===== src/rtl/gnn_pkg.sv =====
// Shared types and constants for the GNN output collector.
package gnn_pkg;
    localparam int GNN_NODES = 4;
    localparam int GNN_OUT_W = 21;

    typedef logic [1:0] node_id_t;

    typedef enum logic [1:0] {
        IDLE = 2'd0,
        WAIT = 2'd1,
        SEND = 2'd2
    } gnn_state_e;
endpackage


===== src/rtl/gnn_sat.sv =====
// Combinational signed clamp from IN_W to OUT_W bits; zero latency, no flow control.
module gnn_sat #(
    parameter int IN_W  = 21,
    parameter int OUT_W = 16
) (
    input  logic signed [IN_W-1:0]  i_dat,
    output logic signed [OUT_W-1:0] o_dat
);
    generate
        if (IN_W > OUT_W) begin : g_clamp
            // Representable iff every bit above the output sign bit matches it.
            logic [IN_W-OUT_W:0] w_top;
            logic                w_ovf;

            assign w_top = i_dat[IN_W-1:OUT_W-1];
            assign w_ovf = !((&w_top) || !(|w_top));

            always_comb begin
                o_dat = i_dat[OUT_W-1:0];
                if (w_ovf) begin
                    o_dat = i_dat[IN_W-1] ? {1'b1, {(OUT_W-1){1'b0}}}
                                          : {1'b0, {(OUT_W-1){1'b1}}};
                end
            end
        end else begin : g_pass
            assign o_dat = OUT_W'(i_dat);
        end
    endgenerate
endmodule


===== src/rtl/gnn_out_collector.sv =====
// Captures the eight GNN node results when a job completes and streams them as four node beats (optional clamp: GNN_OUT_SAT_EN).
// First beat one cycle after capture, one beat per cycle at best; beats hold stable while m_ready is low.
module gnn_out_collector
    import gnn_pkg::*;
#(
    parameter int IN_W    = GNN_OUT_W,
    parameter int OUT_W   = 16,
    parameter int MIN_LAT = 3,
    parameter int TIMEOUT = 15,
`ifdef GNN_OUT_SAT_EN
    localparam int DW     = OUT_W
`else
    localparam int DW     = IN_W
`endif
) (
    input  logic                 clk,
    input  logic                 rst_n,
    input  logic                 in_ready,
    input  logic signed [IN_W-1:0] out0_node0,
    input  logic signed [IN_W-1:0] out0_node1,
    input  logic signed [IN_W-1:0] out0_node2,
    input  logic signed [IN_W-1:0] out0_node3,
    input  logic signed [IN_W-1:0] out1_node0,
    input  logic signed [IN_W-1:0] out1_node1,
    input  logic signed [IN_W-1:0] out1_node2,
    input  logic signed [IN_W-1:0] out1_node3,
    input  logic                 out10_ready_node0,
    input  logic                 out10_ready_node1,
    input  logic                 out10_ready_node2,
    input  logic                 out10_ready_node3,
    input  logic                 out11_ready_node0,
    input  logic                 out11_ready_node1,
    input  logic                 out11_ready_node2,
    input  logic                 out11_ready_node3,
    output logic                 m_valid,
    input  logic                 m_ready,
    output node_id_t             m_node_id,
    output logic signed [DW-1:0] m_out0,
    output logic signed [DW-1:0] m_out1,
    output logic                 m_class,
    output logic                 m_last,
    output logic                 busy,
    output logic                 timeout_err
);
    localparam int               WCW       = $clog2(TIMEOUT + 1);
    localparam logic [WCW-1:0]   MIN_LAT_C = WCW'(MIN_LAT);
    localparam logic [WCW-1:0]   TMO_C     = WCW'(TIMEOUT);
    localparam node_id_t         LAST_ID   = node_id_t'(GNN_NODES - 1);

    if (MIN_LAT > TIMEOUT || OUT_W < 2) begin : g_cfg_check
        $error("gnn_out_collector: need MIN_LAT <= TIMEOUT and OUT_W >= 2");
    end

    gnn_state_e             r_state;
    gnn_state_e             w_next;
    logic [WCW-1:0]         r_wcnt;
    node_id_t               r_idx;
    logic                   r_timeout_err;
    logic signed [IN_W-1:0] r_buf0 [GNN_NODES];
    logic signed [IN_W-1:0] r_buf1 [GNN_NODES];
    logic signed [IN_W-1:0] w_in0  [GNN_NODES];
    logic signed [IN_W-1:0] w_in1  [GNN_NODES];
    logic                   w_all_rdy;
    logic                   w_capture;
    logic                   w_timeout;
    logic                   w_hs;
    logic                   w_last_hs;
    logic                   w_enter_wait;
    logic signed [IN_W-1:0] w_sel0;
    logic signed [IN_W-1:0] w_sel1;
    logic signed [DW-1:0]   w_dw0;
    logic signed [DW-1:0]   w_dw1;

    assign w_in0[0] = out0_node0;
    assign w_in0[1] = out0_node1;
    assign w_in0[2] = out0_node2;
    assign w_in0[3] = out0_node3;
    assign w_in1[0] = out1_node0;
    assign w_in1[1] = out1_node1;
    assign w_in1[2] = out1_node2;
    assign w_in1[3] = out1_node3;

    assign w_all_rdy = &{out10_ready_node0, out10_ready_node1, out10_ready_node2, out10_ready_node3,
                         out11_ready_node0, out11_ready_node1, out11_ready_node2, out11_ready_node3};

    assign w_hs      = m_valid && m_ready;
    assign w_last_hs = w_hs && (r_idx == LAST_ID);

    // A repeated start strobe in WAIT restarts the latency window, so it outranks capture.
    assign w_capture = (r_state == WAIT) && !in_ready && w_all_rdy && (r_wcnt >= MIN_LAT_C);
    assign w_timeout = (r_state == WAIT) && !in_ready && !w_capture && (r_wcnt == TMO_C);

    // Start strobes mid-stream are dropped; only the final handshake may chain into a new job.
    assign w_enter_wait = in_ready && ((r_state != SEND) || w_last_hs);

    always_ff @(posedge clk or negedge rst_n) begin
        if (!rst_n) begin
            r_state <= IDLE;
        end else begin
            r_state <= w_next;
        end
    end

    always_comb begin
        w_next = r_state;
        case (r_state)
            IDLE:    if (in_ready) w_next = WAIT;
            WAIT: begin
                if (w_capture)      w_next = SEND;
                else if (w_timeout) w_next = IDLE;
            end
            SEND:    if (w_last_hs) w_next = in_ready ? WAIT : IDLE;
            default: w_next = IDLE;
        endcase
    end

    always_comb begin
        m_valid = (r_state == SEND);
        busy    = (r_state != IDLE);
    end

    always_ff @(posedge clk or negedge rst_n) begin
        if (!rst_n) begin
            r_wcnt        <= '0;
            r_timeout_err <= 1'b0;
            r_idx         <= '0;
            for (int i = 0; i < GNN_NODES; i++) begin
                r_buf0[i] <= '0;
                r_buf1[i] <= '0;
            end
        end else begin
            if (w_enter_wait) begin
                r_wcnt <= '0;
            end else if ((r_state == WAIT) && (r_wcnt != TMO_C)) begin
                r_wcnt <= r_wcnt + WCW'(1);
            end

            if (w_enter_wait) begin
                r_timeout_err <= 1'b0;
            end else if (w_timeout) begin
                r_timeout_err <= 1'b1;
            end

            if (w_capture) begin
                r_idx  <= '0;
                r_buf0 <= w_in0;
                r_buf1 <= w_in1;
            end else if (w_hs) begin
                r_idx <= r_idx + node_id_t'(1);
            end
        end
    end

    assign w_sel0 = r_buf0[r_idx];
    assign w_sel1 = r_buf1[r_idx];

`ifdef GNN_OUT_SAT_EN
    gnn_sat #(.IN_W(IN_W), .OUT_W(OUT_W)) u_sat0 (.i_dat(w_sel0), .o_dat(w_dw0));
    gnn_sat #(.IN_W(IN_W), .OUT_W(OUT_W)) u_sat1 (.i_dat(w_sel1), .o_dat(w_dw1));
`else
    assign w_dw0 = w_sel0;
    assign w_dw1 = w_sel1;
`endif

    assign m_out0      = w_dw0;
    assign m_out1      = w_dw1;
    assign m_class     = (w_dw1 > w_dw0);
    assign m_node_id   = r_idx;
    assign m_last      = m_valid && (r_idx == LAST_ID);
    assign timeout_err = r_timeout_err;
endmodule


===== config.mk =====
export PLATFORM = sky130hd
export DESIGN_NAME = gnn_out_collector
export DESIGN_NICKNAME = d
export VERILOG_FILES = /design/src/rtl/gnn_pkg.sv /design/src/rtl/gnn_sat.sv /design/src/rtl/gnn_out_collector.sv
export SDC_FILE = /design/constraint.sdc
export NUM_CORES = 1
export LEC_CHECK = 0
export BUFFER_PORTS_ARGS = -buffer_cell sky130_fd_sc_hd__buf_2
export CAP_MARGIN = 0
export CORE_MARGIN = 5
export CORE_UTILIZATION = 25
export DETAILED_ROUTE_END_ITERATION = 10
export PLACE_DENSITY = 0.48
export SLEW_MARGIN = 20
export SYNTH_ARGS = -nofsm -noshare
export SYNTH_HDL_FRONTEND = slang
export SYNTH_SLANG_ARGS = --single-unit

===== constraint.sdc =====
create_clock -name clk -period 3.5 [get_ports clk]
set_input_delay 0.175 -clock clk [delete_from_list [all_inputs] [get_ports clk]]
set_output_delay 0.175 -clock clk [all_outputs]
set_load 0.005 [all_outputs]

---- Yosys cells after proc, flatten, opt, wreduce, memory -nomap -nowiden ----
Index checks and enable logic that the tools add are counted.
operators by class
  add/subtract/negate cells ............... 2
  order comparisons ....................... 3
  equal/unequal tests ..................... 9
  mux-type cells .......................... 18
  bitwise operators ....................... 1
  reductions and logical operators ........ 20
operators by type and width
  kind                                                                    count
  21-bit binary-select mux with 2-bit select                              2
  21-bit two-way mux                                                      4
  21-bit > comparator                                                     1
  2-bit two-way mux                                                       6
  1-bit logical AND                                                       10
  4-bit two-way mux                                                       2
  8-bit AND reduction                                                     1
  2-bit nonzero test                                                      4
  2-bit one-hot mux with 3 select lines                                   1
  4-bit by 1-bit adder with 4-bit output (second input constant)          1
  2-bit equality test (second input constant)                             2
  4-bit equality test (second input constant)                             1
  4-bit by 2-bit >= comparator with 1-bit output (second input constant)  1
  2-bit != test (second input constant)                                   2
  4-bit != test (second input constant)                                   1
  3-bit >= comparator (second input constant)                             1
  1-bit two-way mux                                                       3
  3-bit != test (second input constant)                                   1
  2-bit inverter with 3-bit output                                        1
  3-bit AND reduction                                                     1
  2-bit by 1-bit adder with 2-bit output (second input constant)          1
  2-bit by 1-bit equality test with 1-bit output (second input constant)  1
  1-bit zero test                                                         2
  2-bit zero test                                                         1
  other kinds (2)                                                         2
storage, ports and cells
  bits in registers ....................... 177
  output and inout bits ................... 49
  word-level logic and storage cells ...... 65

---- Longest topological paths before layout ----
Gate-level depths: netlist (run 1).
  word-level depth ........................ 10
  gate-level depth with buffers ........... 10
  gate-level depth less buffers ........... 8

---- Worst setup path after synthesis (run 1) ----
OpenSTA, ideal clock, no wires.
  kind .................................... register to output
  start ................................... register r_idx[0] (netlist: m_node_id[0])
  end ..................................... output port m_class
  data arrival time ....................... 2.598 ns
  data required time ...................... 3.325 ns
  setup slack ............................. 0.727 ns
  stages on the path, launching flop included .. 10
  path buffers ............................ 2
  cell sequence ........................... dfrtp_1 > buf_2 > buf_2 > mux4_2 > ha_1 > and4_1 > and4_1 > inv_1 > o221ai_1 > mux2i_1
between the ends
  longest elaborated chain between the ends .. 5
  elaborated cells between the ends (all ways) .. 8
RTL lines
  what                                                    RTL line                  source
  start, declared                                         gnn_out_collector.sv:57   node_id_t r_idx;
  start signal, assigned                                  gnn_out_collector.sv:149  r_idx <= r_idx + node_id_t'(1);
  2-bit inverter with 3-bit output (implied by the code)  gnn_out_collector.sv:155  assign w_sel1 = r_buf1[r_idx];
  21-bit binary-select mux with 2-bit select              gnn_out_collector.sv:155
  21-bit two-way mux (implied by the code) (2 in series)  gnn_out_collector.sv:155
  named net m_out1[20]                                    gnn_out_collector.sv:39   output logic signed [DW-1:0] m_out1,
  21-bit > comparator                                     gnn_out_collector.sv:167  assign m_class = (w_dw1 > w_dw0);
  end, declared                                           gnn_out_collector.sv:40   output logic m_class,
The timed path passes the listed nets, and every way through them passes these cells. The select of a mux whose other input is x is not followed.

---- Worst setup path in the final report (run 1) ----
  start ................................... register r_idx[0] (netlist: m_node_id[0])
  end ..................................... output port m_class
between the ends
  longest elaborated chain between the ends .. 5
  elaborated cells between the ends (all ways) .. 8
RTL lines
  what                                                           RTL line
  2-bit inverter with 3-bit output (implied by the code) *       gnn_out_collector.sv:154, gnn_out_collector.sv:155
  21-bit binary-select mux with 2-bit select (on tied branches)  gnn_out_collector.sv:155, gnn_out_collector.sv:154
  21-bit two-way mux (on tied branches) (2 in series)            gnn_out_collector.sv:155, gnn_out_collector.sv:154
  21-bit > comparator *                                          gnn_out_collector.sv:167
Mark *: on every way between the ends. The rest lies on a longest branch, timed or not. The select of a mux whose other input is x is not followed.

==> results.cfg, run 1 <==
[yosys]
synth_flop_cell = dfrtp_1
synth-edff-count = 0
synth_seq_cells = 177
yosysSeqAreaShare_pct = 53.3
syn_inst = 533
yosysUniqueCellTypes = 36
synthArstFlopShare_pct = 100
yosysTopAreaCell = dfrtp_1
synth_area_leaders = dfrtp_1 53%, mux2_1 23%, mux4_2 11%
syn_nets = 736
netlist_area_um2 = 8300
synth_top_area_share_pct = 53.3
synth_warnings = 0
avgSynthCellArea_um2 = 15.6

[layout]
drive_above_1_share_pct = 35.6
design_area_um2 = 12400
nFillCells = 3222
multi_input_area_um2 = 3680
final-seq-area_um2 = 4430
final_nets = 1142
area_growth_pct = 49.8

[sta]
fmax_ghz = 0.298
relSlewSlack_pct = 40.1
finalMaxSlewViolations = 0
setup_viol = 0
hold_viol = 0
finalClockSkew_ns = 0.0137
tightest_slew_ns = 0.899
finalSetupTns_ns = 0
layout_min_cycle_time_ns = 3.35
fin_crit_sh_pct = 95.8

[critical_path]
worst_setup_path_start_kind = flop
crit_path_end_kind = primary output
required_ns = 3.32
arrival_ns = 3.18
cp_cell_sequence = clkbuf_16 -> mux4_2 -> ha_1 -> and4_4 -> and4_1 -> inv_1 -> o221ai_2 -> mux2i_1 -> buf_2
critPathKind = flop to primary output
cpMaxStageDelayCell = dfrtp_4
cp_max_fo = 6
max_stage_delay_ns = 0.56

[clock_tree]
cts_root_buf = clkbuf_16
clk-insertion-delay-late_ns = 0.44
cts_tree = built
clkSlewWorstSetupHoldPaths_ns = 0.08
cts_sinks = 177
htreeDepth = 4
clockBufferDepth = 2
numCtsBuffers = 17

[routing]
drc = 0
viasPerCell = 4.30
drt_wl_total_um = 26200
first_pass_iters = 5
initialDrtViolationCount = 145
wire_per_inst_um = 18.8
ant_nets = 0
vias = 5996

[global_routing]
grt_use_total_pct = 13.9
grt_overflow = 0
grt_pass1_wl_um = 38900
grt_pass1_vias = 6575
antenna_found_initial = 1
grt_max_degree = 103

[flow_run]
maxCapViolations = 0

[placed_design]
post_dp_cell_area_um2 = 9880
dp_hpwl_um = 17200
place.gp.congestion = 0.752
numPortBuffers = 228

[power_and_ir_drop]
p_clk_share_pct = 42.7
pwr-share-seq_pct = 47.0
swShare_pct = 25.0
comb_power_share_pct = 10.3
leakagePower_nw = 6.28
power_per_cell_area_nw_per_um2 = 359
internal_power_w = 0.00335
p_switching_w = 0.00112
vdd_drop_max_mv = 0.337

[floorplanning]
pin_count = 229
coreArea_um2 = 32700
fp.dieW_um = 192
fp-row-count = 66
fp.dieH_um = 192
start_util_pct = 25.4
dieArea_um2 = 37000

[outcome]
status = completed

[worst_hold_path]
min_path_type = input port to async pin
==> power groups by stage <==
stage	clock [W]	combinational, W	sequential (W)
after CTS	0.00197	0.000452	0.00210
after global placement	0	0.000296	0.00214
after detailed placement	0	0.000298	0.00214
final	0.00190	0.000460	0.00210
after floorplan	0	0.0000934	0.00213
after global routing	0.00204	0.000508	0.00210
==> sequential cells by signal (all words and copies together) (netlist names) <==
register	count
r_buf1	84
r_wcnt	4
timeout_err	1
r_state	2
m_node_id	2
r_buf0	84
==> worst paths after layout <==
path / startpoint / end / slack [ns] / cells after the start
min: rst_n / r_buf0[39]$_DFFE_PN0P_ / 0.41 / 2
max in group asynchronous: rst_n / r_buf1[54]$_DFFE_PN0P_ / 2.21 / 3
max reg2reg: r_wcnt[0]$_DFFE_PN0P_ / r_buf0[62]$_DFFE_PN0P_ / 1.25 / 5
max: m_node_id[0]$_DFFE_PN0P_ / m_class / 0.15 / 9
min in group clk: out10_ready_node0 / m_node_id[0]$_DFFE_PN0P_ / 0.42 / 5
min reg2reg: r_buf1[18]$_DFFE_PN0P_ / r_buf1[18]$_DFFE_PN0P_ / 0.48 / 1
==> layout by cell type, fill, tap and decap left out, drive strengths merged, types with 2 or more instances in the layout <==
cell,count
mux2,168
nor3,2
xor2,2
clkinv,7
buf,241
nor2,2
dfrtp,177
nand3,8
and4,5
inv,25
ha,23
and2,2
a21oi,13
clkinvlp,3
mux4,42
o21ai,7
nand2,13
clkbuf,22
dlygate4sd3,171
==> area by class of cell <==
type,count,area share [%]
Multi-Input combinational cell,305,29.6
Sequential cell,177,35.6
Antenna cell,1,0.0201
Timing Repair Buffer,416,25.1
Clock buffer,18,3.45
Inverter,22,0.664
Clock inverter,14,1.07
Tap cell,442,4.44
==> critical path, delay by kind of cell, from the launching register on <==
kind	cells	cell delay (ns)
and+or+nand+nor	2	0.40
DFF	1	0.56
buffers and inverters	3	0.45
AOI/OAI and AO/OA	1	0.19
muxes	2	0.79
adders and majority gates	1	0.33
==> metal layers <==
layer / GRT usage, % / vias to the layer above / wire [um]
met5: 0 / - / 0
met4: 4.11 / 0 / 384
met2: 23.4 / 157 / 13000
met3: 3.51 / 20 / 1400
met1: 17.8 / 3032 / 11500
li1: - / 2787 / -
==> metrics by stage <==
stage	power (W)	utilization, %	std cells	setup WS (ns)	hold slack [ns]
finish	0.00446	38.0	1395	0.146	0.407
global route	0.00465	38.0	1395	-0.00324	0.439
CTS	0.00452	37.3	1386	0.0346	0.415
detailed placement	0.00244	30.2	1182	0.444	0.337
global placement	0.00243	30.2	1182	0.482	0.346
floorplan	0.00222	-	533	0.727	-0.121
==> kinds of logic (layout without fill, tap and decap cells) <==
| group | after synthesis | count (layout) | share of synthesized area [%] |
|---|---|---|---|
| XOR/XNOR | 2 | 2 | 0.211 |
| flip-flops | 177 | 177 | 53.3 |
| multiplexers | 211 | 211 | 34.3 |
| adder cells (fa/ha/maj) | 23 | 23 | 3.47 |
| other | 0 | 1 | 0 |
| AND/OR/NAND/NOR | 43 | 43 | 2.97 |
| buffers and inverters | 51 | 470 | 3.96 |
| AO/OA/AOI/OAI | 26 | 26 | 1.76 |
==> cell usage after synthesis, types with 2 or more instances <==
cell type,instances
and4_1,5
dfrtp_1,177
nand2_1,13
ha_1,23
clkbuf_1,5
mux4_2,42
nor3_1,2
nor2_1,2
buf_6,16
xor2_1,2
a21oi_1,13
buf_4,3
buf_2,5
inv_1,22
nand3_1,8
o21ai_0,7
mux2_1,168
and2_1,2
==> repair_timing <==
action,4_1_cts,5_1_grt
endpoints found under the hold margin,270,0
setup endpoints to repair,1,1
pin swaps,0,1
buffers inserted,0,4
hold buffers,171,0
cloned,1,4
resized for setup,1,20
No activity file was read; power rests on OpenSTA's default activity.
==> run 2, diff against run 1 <==
Settings changed: REMOVE_ABC_BUFFERS from default to 1.
==> results.cfg, run 2 (synthesized netlist as in run 1, its figures left out) <==
[global_routing]
grt_max_degree = 88
grt_pass1_vias = 6544
grt_overflow = 0
antenna_found_initial = 0
grt_pass1_wl_um = 36100
grt_use_total_pct = 12.6

[critical_path]
r2r_end = r_buf1[1]$_DFFE_PN0P_
cp_cell_sequence = buf_12 -> buf_4 -> mux4_2 -> ha_1 -> and4_2 -> and4_1 -> inv_1 -> o221ai_1 -> mux2i_1 -> buf_2
crit_end = m_class
reg2reg_depth = 5
cp_max_fo = 10
critPathKind = flop to primary output
required_ns = 3.32
crit_buf_inv = 4
worst-r2r-setup-slack_ns = 1.34
cpMaxStageDelayCell = mux4_2
crit_path_end_kind = primary output
worst_setup_path_start_kind = flop
cpLargestDelayFamily = multiplexers
cp.depth = 10
arrival_ns = 3.10
max_stage_delay_ns = 0.52
cp-startpoint = m_node_id[0]$_DFFE_PN0P_
r2r_start = r_wcnt[0]$_DFFE_PN0P_

[worst_hold_path]
min_path_type = input port to async pin

[outcome]
status = completed

[clock_tree]
clk-insertion-delay-late_ns = 0.42
htreeDepth = 4
cts_tree = built
numCtsBuffers = 17
cts_root_buf = clkbuf_16
cts_sinks = 177
clockBufferDepth = 2
clkSlewWorstSetupHoldPaths_ns = 0.06

[routing]
drt_wl_total_um = 22900
initialDrtViolationCount = 165
first_pass_iters = 4
wire_per_inst_um = 16.4
drc = 0
viasPerCell = 4.22
vias = 5899
ant_nets = 0

[layout]
largestRegisters = r_buf0 (84), r_buf1 (84), r_wcnt (4)
final_cell_mix = 227 x buf_2, 175 x dfrtp_1, 171 x dlygate4sd3_1, 168 x mux2_1, 42 x mux4_2
nFillCells = 3158
utilization_pct = 37.9
final_nets = 1146
drive_above_1_share_pct = 34.0
antenna-diode-count = 0
mostFrequentLayoutCell = buf_2
area_growth_pct = 49.2

[floorplanning]
dieArea_um2 = 37000
fp.dieW_um = 192
coreArea_um2 = 32700
pin_count = 229
start_util_pct = 25.4
fp.dieH_um = 192
fp-row-count = 66

[sta]
finalMaxSlewViolations = 0
tightest_slew_ns = 0.580
setup_viol = 0
fmax_ghz = 0.305
finalClockSkew_ns = 0.00611
fin_crit_sh_pct = 93.7
post-route-worst-setup-slack_ns = 0.220
layout_min_cycle_time_ns = 3.28
hold_viol = 0
holdWs_ns = 0.290
finalSetupTns_ns = 0
rsz0062_at_grt = no
relSlewSlack_pct = 61.3

[placed_design]
numPortBuffers = 228
dp_hpwl_um = 15500
pre_cts_ws_ns = 0.302
place.gp.congestion = 0.706

[power_and_ir_drop]
p_clk_share_pct = 45.7
swShare_pct = 21.7
internal_power_w = 0.00365
pwr-share-seq_pct = 45.0
leakagePower_nw = 6.30
power_w = 0.00467
comb_power_share_pct = 9.4
power_per_cell_area_nw_per_um2 = 377
vdd_drop_max_mv = 0.315
p_switching_w = 0.00101

[flow_run]
maxCapViolations = 0
run 2: routing by layer:
metal	vias up	routed length, um	track usage, %
met5	-	0	0
met4	0	413	3.54
met3	25	1280	3.49
met2	153	11000	20.7
met1	2933	10200	16.5
li1	2788	-	-
run 2: layout make-up:
class	count	area [um^2]	share of cell area, %
clock buffers	22	464	3.75
clock inverters	9	180	1.45
inverters	22	82.6	0.667
multi-input cells	305	3560	28.7
flip-flops and latches	177	4430	35.8
well taps	442	553	4.46
repair buffers	420	3120	25.2
run 2: what timing repair did:
item                       4_1_cts  5_1_grt
setup endpoints to repair        1        1
hold endpoints to repair       225        0
buffers inserted                 3        8
hold buffers                   171        0
resized for setup                0        3
run 2: power groups by stage:
stage / clock, W / combinational, W / sequential [W]
after floorplan: 0 / 0.0000928 / 0.00213
after global placement: 0 / 0.000298 / 0.00214
after detailed placement: 0 / 0.000296 / 0.00214
after CTS: 0.00223 / 0.000444 / 0.00210
after global routing: 0.00229 / 0.000486 / 0.00210
final: 0.00213 / 0.000436 / 0.00210
run 2: per-stage QoR:
step | cells | instance area [um^2]
CTS | 1389 | 12300
global route | 1397 | 12400
finish | 1397 | 12400
detailed placement | 1184 | 9910
floorplan | 504 | 8060
global placement | 1184 | 9910
run 2: worst min path at each step:
| stage | cells after the start | endpoint | slack [ns] | from |
|---|---|---|---|---|
| finish | 2 | r_buf0[69]$_DFFE_PN0P_ | 0.29 | rst_n |
| global route | 2 | r_buf0[69]$_DFFE_PN0P_ | 0.33 | rst_n |
| CTS | 2 | r_buf1[48]$_DFFE_PN0P_ | 0.29 | rst_n |
| detailed placement | 1 | r_buf1[48]$_DFFE_PN0P_ | 0.19 | rst_n |
| global placement | 1 | r_buf1[48]$_DFFE_PN0P_ | 0.19 | rst_n |
| floorplan | 0 | m_node_id[0]$_DFFE_PN0P_ | -0.12 | rst_n |
